**src/rtl/seg7_scan_if.sv**
```systemverilog
// seg7_scan_if: host-side value/control inputs and display-side outputs of the scan controller
interface seg7_scan_if;
  logic [31:0] data;
  logic        load;
  logic [7:0]  en_mask;
  logic [7:0]  dp_mask;
  logic        blank_lz;
  logic [7:0]  an;
  logic [6:0]  a2g;
  logic        dp;
  logic        frame_done;
  modport master (output data, load, en_mask, dp_mask, blank_lz, input an, a2g, dp, frame_done);
  modport slave  (input data, load, en_mask, dp_mask, blank_lz, output an, a2g, dp, frame_done);
endinterface

```
**src/rtl/seg7_scan_ctrl.sv**
```systemverilog
// seg7_scan_ctrl: eight-digit multiplexed seven-segment scanner with dead time and frame-synchronous double buffering
module seg7_scan_ctrl #(
  parameter int SCAN_DIV  = 100000,
  parameter int BLANK_CYC = 1000
) (
  input  logic        clk,
  input  logic        rst_n,
  seg7_scan_if.slave  bus
);
  localparam int MAXC = (SCAN_DIV > BLANK_CYC) ? SCAN_DIV : BLANK_CYC;
  localparam int CW   = (MAXC > 1) ? $clog2(MAXC) : 1;
  localparam logic [6:0] SEG [16] = '{7'h40, 7'h79, 7'h24, 7'h30, 7'h19, 7'h12, 7'h02, 7'h78,
                                      7'h00, 7'h10, 7'h08, 7'h03, 7'h46, 7'h21, 7'h06, 7'h0E};
  typedef enum logic {SHOW, BLANK} state_t;
  state_t      state_q, state_d;
  logic [CW-1:0] cnt_q, cnt_d;
  logic [2:0]  idx_q, idx_d;
  logic [31:0] staged_q, staged_d, shown_q, shown_d;
  logic        pending_q, pending_d;
  logic [7:0]  an_q, an_d;
  logic [6:0]  a2g_q, a2g_d;
  logic        dp_q, dp_d, frame_done_q, frame_done_d;
  logic        show_end, blank_end, boundary, lz, lit;
  logic [3:0]  nib;
  always_ff @(posedge clk or negedge rst_n) begin
    if (!rst_n) begin
      state_q      <= SHOW;
      cnt_q        <= '0;
      idx_q        <= '0;
      staged_q     <= '0;
      shown_q      <= '0;
      pending_q    <= 1'b0;
      an_q         <= 8'hFF;
      a2g_q        <= 7'h7F;
      dp_q         <= 1'b1;
      frame_done_q <= 1'b0;
    end else begin
      state_q      <= state_d;
      cnt_q        <= cnt_d;
      idx_q        <= idx_d;
      staged_q     <= staged_d;
      shown_q      <= shown_d;
      pending_q    <= pending_d;
      an_q         <= an_d;
      a2g_q        <= a2g_d;
      dp_q         <= dp_d;
      frame_done_q <= frame_done_d;
    end
  end
  assign show_end  = state_q == SHOW  && cnt_q == CW'(SCAN_DIV - 1);
  assign blank_end = state_q == BLANK && cnt_q == CW'(BLANK_CYC - 1);
  assign boundary  = blank_end && idx_q == 3'd7;
  always_comb begin
    state_d   = show_end ? BLANK : blank_end ? SHOW : state_q;
    cnt_d     = (show_end || blank_end) ? '0 : cnt_q + 1'b1;
    idx_d     = blank_end ? idx_q + 3'd1 : idx_q;
    staged_d  = bus.load ? bus.data : staged_q;
    pending_d = bus.load ? 1'b1 : boundary ? 1'b0 : pending_q;
    // commit uses the pre-load staged value even when a load lands on the boundary
    shown_d   = (boundary && pending_q) ? staged_q : shown_q;
  end
  always_comb begin
    nib          = shown_q[{idx_q, 2'b00} +: 4];
    lz           = bus.blank_lz && idx_q != 3'd0 && (shown_q >> {idx_q, 2'b00}) == 32'd0;
    lit          = state_q == SHOW && bus.en_mask[idx_q] && !lz;
    an_d         = lit ? ~(8'd1 << idx_q) : 8'hFF;
    a2g_d        = lit ? SEG[nib] : 7'h7F;
    dp_d         = lit ? ~bus.dp_mask[idx_q] : 1'b1;
    frame_done_d = boundary;
  end
  assign bus.an         = an_q;
  assign bus.a2g        = a2g_q;
  assign bus.dp         = dp_q;
  assign bus.frame_done = frame_done_q;
endmodule

```
**src/flat_wrapper.sv**
```systemverilog
// flat-port wrapper written by rule: the top's interface ports become plain ports
module seg7_scan_ctrl_flat 
#(
  parameter int SCAN_DIV  = 100000,
  parameter int BLANK_CYC = 1000
)
  (clk, rst_n, bus_data, bus_load, bus_en_mask, bus_dp_mask, bus_blank_lz, bus_an, bus_a2g, bus_dp, bus_frame_done);
  seg7_scan_if bus_i ();
  input  logic clk;
  input  logic rst_n;
  input wire logic [$bits(bus_i.data)-1:0] bus_data;
  input wire logic [$bits(bus_i.load)-1:0] bus_load;
  input wire logic [$bits(bus_i.en_mask)-1:0] bus_en_mask;
  input wire logic [$bits(bus_i.dp_mask)-1:0] bus_dp_mask;
  input wire logic [$bits(bus_i.blank_lz)-1:0] bus_blank_lz;
  output wire logic [$bits(bus_i.an)-1:0] bus_an;
  output wire logic [$bits(bus_i.a2g)-1:0] bus_a2g;
  output wire logic [$bits(bus_i.dp)-1:0] bus_dp;
  output wire logic [$bits(bus_i.frame_done)-1:0] bus_frame_done;
  assign bus_i.data = bus_data;
  assign bus_i.load = bus_load;
  assign bus_i.en_mask = bus_en_mask;
  assign bus_i.dp_mask = bus_dp_mask;
  assign bus_i.blank_lz = bus_blank_lz;
  assign bus_an = bus_i.an;
  assign bus_a2g = bus_i.a2g;
  assign bus_dp = bus_i.dp;
  assign bus_frame_done = bus_i.frame_done;
  seg7_scan_ctrl #(.SCAN_DIV(SCAN_DIV), .BLANK_CYC(BLANK_CYC)) u_core (.clk(clk), .rst_n(rst_n), .bus(bus_i));
endmodule
```
**config.mk**
```make
export PLATFORM = sky130hd
export DESIGN_NAME = seg7_scan_ctrl_flat
export DESIGN_NICKNAME = d
export VERILOG_FILES = /design/src/rtl/seg7_scan_if.sv /design/src/rtl/seg7_scan_ctrl.sv /design/src/flat_wrapper.sv
export SDC_FILE = /design/constraint.sdc
export NUM_CORES = 1
export LEC_CHECK = 0
export ABC_CLOCK_PERIOD_IN_PS = 3600
export BUFFER_PORTS_ARGS = -buffer_cell sky130_fd_sc_hd__buf_2
export CAP_MARGIN = 0
export CORE_ASPECT_RATIO = 0.9
export CORE_UTILIZATION = 45
export DETAILED_ROUTE_END_ITERATION = 8
export MAX_ROUTING_LAYER = met4
export RECOVER_POWER = 100
export SETUP_SLACK_MARGIN = 0.05
export SYNTH_ARGS = -nofsm -noshare
export SYNTH_HDL_FRONTEND = slang
export SYNTH_SLANG_ARGS = --single-unit
```
**constraint.sdc**
```tcl
create_clock -name clk -period 3.6 [get_ports clk]
set_input_delay 0.72 -clock clk [delete_from_list [all_inputs] [get_ports clk]]
set_output_delay 0.72 -clock clk [all_outputs]
set_load 0.02 [all_outputs]
```
== Yosys cells after proc, flatten, opt, wreduce, memory -nomap -nowiden ==
Memory sizes are Yosys's and may differ from the RTL's.
Cells that the tools add are included.

* Reduce and logical (&&, ||, !) cells: 14
* Mux-type cells: 14
* Order comparisons: 2
* Bitwise operators: 4
* Equality and inequality tests: 3
* Shift operators: 3
* $add $sub $neg: 2

{| class="wikitable"
|+ Operators by type and width
! operator !! number
|-
| zero test 32 bit || 1
|-
| variable part select 32 x 6 -> 4 bit || 1
|-
| >> shifter 32 x 5 -> 32 bit || 1
|-
| two-way mux 7 bit || 3
|-
| adder 17 x 1 -> 17 bit, second input constant || 1
|-
| equality test 17 x 10 -> 1 bit, second input constant || 1
|-
| equality test 17 bit, second input constant || 1
|-
| two-way mux 17 bit || 1
|-
| logical AND 1 bit || 8
|-
| two-way mux 8 bit || 1
|-
| NOT 8 bit || 1
|-
| left shift 1 x 3 -> 8 bit, first input constant || 1
|-
| two-way mux 1 bit || 7
|-
| binary-select mux 1 bit (select 3 bit) || 2
|-
| >= comparator 5 bit, second input constant || 1
|-
| NOT 4 -> 5 bit || 1
|-
| less-than comparator 3 x 4 -> 1 bit, second input constant || 1
|-
| nonzero test 2 bit || 2
|-
| adder 3 x 1 -> 3 bit, second input constant || 1
|-
| equality test 3 bit, second input constant || 1
|-
| nonzero test 3 bit || 1
|-
| NOT 1 bit || 2
|-
| zero test 1 bit || 1
|-
| logical OR 1 bit || 1
|}

* Input bits: 52
* Output and inout port bits: 17
* Memories: 1
* Bits in registers: 103
* Bits in read-only memories: 112

{| class="wikitable"
|+ Memories
! name !! words !! bits a word !! rd ports !! clocked after Yosys merged registers in !! wr ports !! line !! text
|-
| (no name shown) || 16 || 7 || 1 || 0 || 0 || seg7_scan_ctrl.sv:67 || <nowiki>a2g_d = lit ? SEG[nib] : 7'h7F;</nowiki>
|}

== Depth between registers and ports, before layout ==
Gate-level depths: netlist of run 1.

* Depth after elaboration: 6
* Depth in mapped cells: 10
* Mapped depth without buffers: 8

== Worst setup path after synthesis of run 1 ==
No wires, ideal clock.

* Kind: reg-to-reg
* Start: reg u_core.idx_q[0]
* End: reg u_core.a2g_q[0], in the netlist u_core.bus.a2g[0]
* Clock period less this slack: 2.923 ns
* Data required time: 3.526 ns
* Arrival time: 2.849 ns
* Library setup time: 0.074 ns
* Setup slack: 0.677 ns
* Stages on the path, launching flop included: 11
* Cells stage by stage: dfrtp_1 buf_6 buf_2 mux4_2 mux2i_1 ha_1 nand3_1 a2111oi_2 a211oi_4 buf_6 o22ai_2

* Longest elaborated chain between the ends: 6
* Elaborated cells between the ends (all ways): 16

{| class="wikitable"
|+ Ends and longest elaborated chain
! what !! line !! text
|-
| start: declaration || seg7_scan_ctrl.sv:17 || <nowiki>logic [2:0] idx_q, idx_d;</nowiki>
|-
| start signal: assignment || seg7_scan_ctrl.sv:40 || <nowiki>idx_q <= idx_d;</nowiki>
|-
| variable part select 32 x 6 -> 4 bit (tied with other cells) || seg7_scan_ctrl.sv:63 || <nowiki>nib = shown_q[{idx_q, 2'b00} +: 4];</nowiki>
|-
| NOT 4 -> 5 bit (not written as such) (tied with other cells) || seg7_scan_ctrl.sv:67 ||
|-
| memory read (16 x 7 bit) / logical AND 1 bit (equally long branches) || - ||
|-
| two-way mux 7 bit (not written as such) / zero test 1 bit (equally long branches) || seg7_scan_ctrl.sv:67, seg7_scan_ctrl.sv:65 ||
|-
| two-way mux 7 bit (not written as such) / logical AND 1 bit (equally long branches) || seg7_scan_ctrl.sv:67, seg7_scan_ctrl.sv:65 ||
|-
| two-way mux 7 bit * || seg7_scan_ctrl.sv:67 ||
|-
| net u_core.a2g_d[0] || seg7_scan_ctrl.sv:21 || <nowiki>logic [6:0] a2g_q, a2g_d;</nowiki>
|-
| end signal: assignment || seg7_scan_ctrl.sv:45 || <nowiki>a2g_q <= a2g_d;</nowiki>
|-
| end: declaration || seg7_scan_ctrl.sv:21 ||
|}

The timed path passes the listed nets; every way through them passes the cells marked *. The select of a mux whose other input is x is not followed.
A chain may end at the register's enable or synchronous reset.

== Worst setup path after layout of run 1 ==
* Start: reg u_core.idx_q[0]
* End: reg u_core.a2g_q[6], in the netlist u_core.bus.a2g[6]

Same word-level chain as after synthesis.

==> impl_metrics.json, run 1 <==
{
  "status": "complete, but fails checks",
  "violations": "max-capacitance violations, max-slew violations",
  "required_ps": 3850,
  "htreeDepth": 3,
  "reg2reg_depth": 8,
  "die_x_um": 113,
  "syn-mean-instance-area_um2": 13.4,
  "final_area_mm2": 0.00565,
  "yosys.area.top_type": "dfrtp_1",
  "startpoint": "u_core.idx_q[0]",
  "cts_made_buffers": 9,
  "netlist_top_cells_count": "dfrtp_1 (87), mux2_2 (65), nor2_1 (20), dfstp_2 (16), nand2_1 (15)",
  "cts.reportedPaths.clkPinSlew_ps": 70,
  "hold_start": "u_core.cnt_q[0]",
  "cap_violations": 2,
  "place.gp.congestion": 0.890,
  "yosys_warnings": 0,
  "synthArstFlopShare": 1.00,
  "hold_viol": 0,
  "crit_chain": "mux4_2 > mux2i_1 > clkbuf_1 > ha_1 > nand3_1 > a2111oi_2 > a211oi_2 > o221ai_1",
  "cts_hold_buffers": 0,
  "critPathKind": "register to register",
  "grt_pass1_wl_um": 16200,
  "fin_cells": 578,
  "io_buffers": 68,
  "clock_skew_ps": 9.72,
  "cts_num_sinks": 103,
  "die_area_mm2": 0.0115,
  "timing.slew.headroom": -0.616,
  "drive_gt1_frac": 0.384,
  "r2r_end": "u_core.bus.a2g[6]",
  "cts-root-buf": "clkbuf_16",
  "peakVddDrop_mv": 0.350,
  "synth_ff_type": "dfrtp_1",
  "tritoncts": "yes",
  "crit_fanout": 16,
  "synth_area_mm2": 0.00499,
  "drc": 0,
  "wl_per_cell_um": 16.9,
  "syn_inst": 373,
  "regToRegSetupSlack_ps": 650,
  "setup_ws_ps": 654,
  "io_pins": 69,
  "ctsResizeCount": 0,
  "p_per_area_mw_per_mm2": 396,
  "synth_cell_types": 49,
  "cp-end-kind": "register",
  "post-synth-top-area-fraction": 0.436,
  "seq_area_frac_synth": 0.520,
  "die_y_um": 102,
  "grt_overflow": 0,
  "ys_seq_elements": 103,
  "fin_setup_tns_ps": 0,
  "drtIter0Drc": 255,
  "drt-vias-per-instance": 5.53,
  "core_mm2": 0.0108,
  "dp_hpwl_um": 6860,
  "place_area_mm2": 0.00545,
  "synth.area.top_cells": "dfrtp_1 (44%), mux2_2 (15%), dfstp_2 (8.4%)",
  "diodes": 0,
  "synth_edf_count": 0,
  "area_growth_pct": 13.2,
  "wl_um": 9770,
  "worstSkewPairLatency_ps": 350,
  "drv_slew": 138,
  "critical-path-slowest-cell": "mux4_2",
  "antenna_left": 0,
  "cp.arrival_ps": 3200,
  "dr.pass1.iters": 4,
  "grt_max_degree": 104,
  "rsz0062_at_grt": "false",
  "start_util": 0.462,
  "hold_path_end": "u_core.cnt_q[0]",
  "rows": 36,
  "setup_viol": 0,
  "syn_nets": 438,
  "cp-start-kind": "register",
  "fin_crit_ps": 2950,
  "p_leak_nw": 2.54,
  "yosysMostFrequentCell": "dfrtp_1",
  "nets": 507,
  "cts_setup_buffers": 0,
  "first_global_vias": 3123,
  "tightest_slew_ps": 2420,
  "max_stage_delay_ps": 580,
  "hold_class": "register to register",
  "finalCritPeriodShare": 0.818,
  "antenna_found_initial": 0,
  "gr-usage-all-layers": 0.191,
  "dp_slack_ps": 891,
  "vias": 3196,
  "dp.cells": 564,
  "rr_startpoint": "u_core.idx_q[0]",
  "whs_path_depth": 1,
  "fmaxAchievable_ghz": 0.339,
  "clock_path_buffers": 2
}
==> report_power, final <==
part / switching (mW) / internal [mW] / total, mW
clock: 0.413 / 0.483 / 0.896
combinational: 0.0564 / 0.0607 / 0.117
sequential: 0.0208 / 1.20 / 1.22
total: 0.490 / 1.75 / 2.24
==> stage by stage <==
step / hold WS, ps / power [mW] / utilization
after floorplan: 424 / 1.30 / -
after global placement: 475 / 1.36 / 0.504
after detailed placement: 491 / 1.37 / 0.504
after CTS: 452 / 2.28 / 0.529
after global routing: 523 / 2.33 / 0.523
final: 503 / 2.24 / 0.523
==> cell families after synthesis <==
logic type	share of synthesized area
AO/OA/AOI/OAI	0.0571
AND/OR/NAND/NOR	0.106
XOR/XNOR	0.0281
multiplexers	0.227
adder cells (fa/ha/maj)	0.0326
buffers and inverters	0.0298
flip-flops	0.520
==> final cells by class <==
class	instances	area [um^2]
fill	996	5160
inverter	10	37.5
tap	133	166
clock buffer	10	239
multi-input combinational	244	2220
clock inverter	4	31.3
timing repair buffer	74	357
sequential	103	2600
==> how the worst max path moves through the flow <==
stage | cells past startpoint | slack (ps) | end
6_report | 8 | 650 | u_core.bus.a2g[6]
2_1_floorplan | 10 | 680 | u_core.bus.a2g[0]
3_3_place_gp | 8 | 1030 | u_core.bus.a2g[4]
4_1_cts | 8 | 870 | u_core.bus.a2g[6]
3_5_place_dp | 8 | 890 | u_core.bus.a2g[6]
5_1_grt | 2 | 390 | u_core.cnt_q[9]
==> layout by cell type (no fill, tap or decap), types with 3 or more instances in the layout <==
cell type	instances
nand4_1	8
mux2i_1	5
nand3_1	12
o211ai_1	3
o221ai_1	4
nand2b_1	5
mux2_2	65
ha_1	13
o21bai_1	3
nor3_1	7
clkbuf_16	9
xor2_1	6
nor4_1	12
buf_4	3
nand2_1	15
and3_1	3
o21ai_0	11
mux4_1	3
a21oi_1	4
dfstp_2	16
inv_1	10
mux4_2	10
nor2_1	20
clkbuf_1	19
dfrtp_1	87
buf_2	49
xnor2_1	10
==> state kept, by name, summed over array words and instances, names as in the netlist <==
name                   count
u_core.bus.a2g             7
u_core.bus.dp              1
u_core.pending_q           1
u_core.staged_q           32
u_core.shown_q            32
u_core.idx_q               3
u_core.bus.frame_done      1
u_core.state_q             1
u_core.bus.an              8
u_core.cnt_q              17
==> per-layer routing <==
| metal | routed length, um | part of all wire | track usage |
|---|---|---|---|
| met3 | 565 | 0.058 | 0.0510 |
| met2 | 4340 | 0.44 | 0.274 |
| met5 | 0 | 0 | - |
| met4 | 127 | 0.013 | 0.0800 |
| met1 | 4740 | 0.49 | 0.256 |
==> critical path: cells and delay by family (launching register included) <==
| kind | cells | cell delay, ps |
|---|---|---|
| fa+ha+maj | 1 | 260 |
| compound gates | 3 | 920 |
| mux | 2 | 720 |
| buf+inv | 1 | 310 |
| flops | 1 | 490 |
| simple gates | 1 | 130 |
(Power assumes the default switching activity.)
==> run 2, diff against run 1 <==
ABC_CLOCK_PERIOD_IN_PS = 2900   (was 3600)
clock period = 2.9 ns   (was 3.6 ns; I/O delays follow)
==> impl_metrics.json, run 2 (synthesized netlist as in run 1, its figures left out) <==
{
  "final_common_cell": "dfrtp_1",
  "p_leak_nw": 2.58,
  "fmaxAchievable_ghz": 0.384,
  "hold_class": "primary input to register",
  "antenna_left": 0,
  "fin_crit_ps": 2610,
  "drtIter0Drc": 281,
  "reg_top3": "u_core.shown_q x32, u_core.staged_q x32, u_core.cnt_q x17",
  "start_util": 0.462,
  "wl_per_cell_um": 16.7,
  "violations": "max-capacitance violations, max-slew violations",
  "io_pins": 69,
  "finalCritPeriodShare": 0.898,
  "core_mm2": 0.0108,
  "cap_violations": 1,
  "grt_pass1_wl_um": 16300,
  "regArea_mm2": 0.00260,
  "crit_chain": "ha_1 > nor4bb_1 > nand2b_1 > nor4_1 > nand3_2 > buf_4 > mux2_2",
  "cp.arrival_ps": 2840,
  "hold_viol": 0,
  "die_x_um": 113,
  "setup_ws_ps": 295,
  "dp.cells": 568,
  "final_util": 0.533,
  "clock_skew_ps": 10.1,
  "dr.pass1.iters": 4,
  "crit_buf_inv": 1,
  "p_per_area_mw_per_mm2": 511,
  "antenna_found_initial": 0,
  "cp-start-kind": "register",
  "fillCellCount": 969,
  "cts_made_buffers": 9,
  "htreeDepth": 3,
  "vias": 3237,
  "final_area_mm2": 0.00576,
  "cts_setup_buffers": 0,
  "status": "complete, but fails checks",
  "drive_gt1_frac": 0.397,
  "cts.reportedPaths.clkPinSlew_ps": 80,
  "first_global_vias": 3112,
  "max_stage_delay_ps": 660,
  "grt_max_degree": 49,
  "drc": 0,
  "peakVddDrop_mv": 0.503,
  "power_mw": 2.95,
  "setup_viol": 0,
  "hold_ws_ps": 455,
  "nets": 511,
  "tritoncts": "yes",
  "crit_fanout": 32,
  "worstSkewPairLatency_ps": 350,
  "fin_setup_tns_ps": 0,
  "cts-root-buf": "clkbuf_16",
  "multi_input_area_mm2": 0.00225,
  "critical-path-slowest-cell": "nor4_1",
  "required_ps": 3130,
  "fin_cells": 584,
  "die_area_mm2": 0.0115,
  "timing.slew.headroom": -0.217,
  "die_y_um": 102,
  "drt-vias-per-instance": 5.54,
  "cp-end-kind": "register",
  "clock_path_buffers": 2,
  "rows": 36,
  "place_area_mm2": 0.00549,
  "dp_slack_ps": 246,
  "gr-usage-all-layers": 0.191,
  "rsz0062_at_grt": "false",
  "dp_hpwl_um": 7230,
  "place.gp.congestion": 0.924,
  "io_buffers": 68,
  "drv_slew": 34,
  "final_cell_mix": "dfrtp_1 (86), mux2_2 (65), buf_2 (49), nor2_1 (20), clkbuf_1 (19)",
  "cp_top_family": "simple AND/OR/NAND/NOR gates",
  "wl_um": 9770,
  "tightest_slew_ps": 1830,
  "critPathKind": "register to register",
  "diodes": 0,
  "cts_num_sinks": 103,
  "area_growth_pct": 15.4,
  "grt_overflow": 0
}
==> run 2: power breakdown <==
group	leakage [nW]	internal [mW]	total, mW	switching, mW
clock network	0.158	0.698	1.28	0.584
logic	1.13	0.0760	0.148	0.0715
registers	1.29	1.49	1.52	0.0261
==> run 2: final timing paths <==
path / slack [ps] / depth (start not counted) / from / end
setup / recovery: 290 / 7 / u_core.cnt_q[0] / u_core.shown_q[28]
hold / removal: 460 / 2 / bus_data[17] / u_core.staged_q[17]
setup reg to reg: 290 / 7 / u_core.cnt_q[0] / u_core.shown_q[28]
hold reg to reg: 490 / 1 / u_core.cnt_q[0] / u_core.cnt_q[0]
max in group asynchronous: 660 / 2 / rst_n / u_core.cnt_q[2]
min in group asynchronous: 470 / 1 / rst_n / u_core.staged_q[30]
==> run 2: repair_timing <==
action	CTS	global route
gates resized for setup	0	1
hold buffers	0	0
setup endpoints to repair	0	2
==> run 2: worst reg2reg max path, stage by stage, from the launching register on <==
cell and delay [ps]:
dfrtp_1 390, ha_1 270, nor4bb_1 320, nand2b_1 110, nor4_1 660, nand3_2 130
buf_4 280, mux2_2 340
==> run 2: cell type report <==
| class | instances | share of cell area |
|---|---|---|
| Sequential cell | 103 | 0.451 |
| Inverter | 10 | 0.00651 |
| Tap cell | 133 | 0.0289 |
| Multi-Input combinational cell | 244 | 0.390 |
| Clock inverter | 7 | 0.0174 |
| Timing Repair Buffer | 78 | 0.0671 |
| Clock buffer | 9 | 0.0391 |
==> run 2: per-layer routing <==
layer  wire length, um  vias to the layer above  track usage
li1                  -                     1538            -
met1              4780                     1571        0.273
met2              4210                      114        0.262
met3               628                       14       0.0498
met4               155                        0       0.0668
met5                 0                        -            -
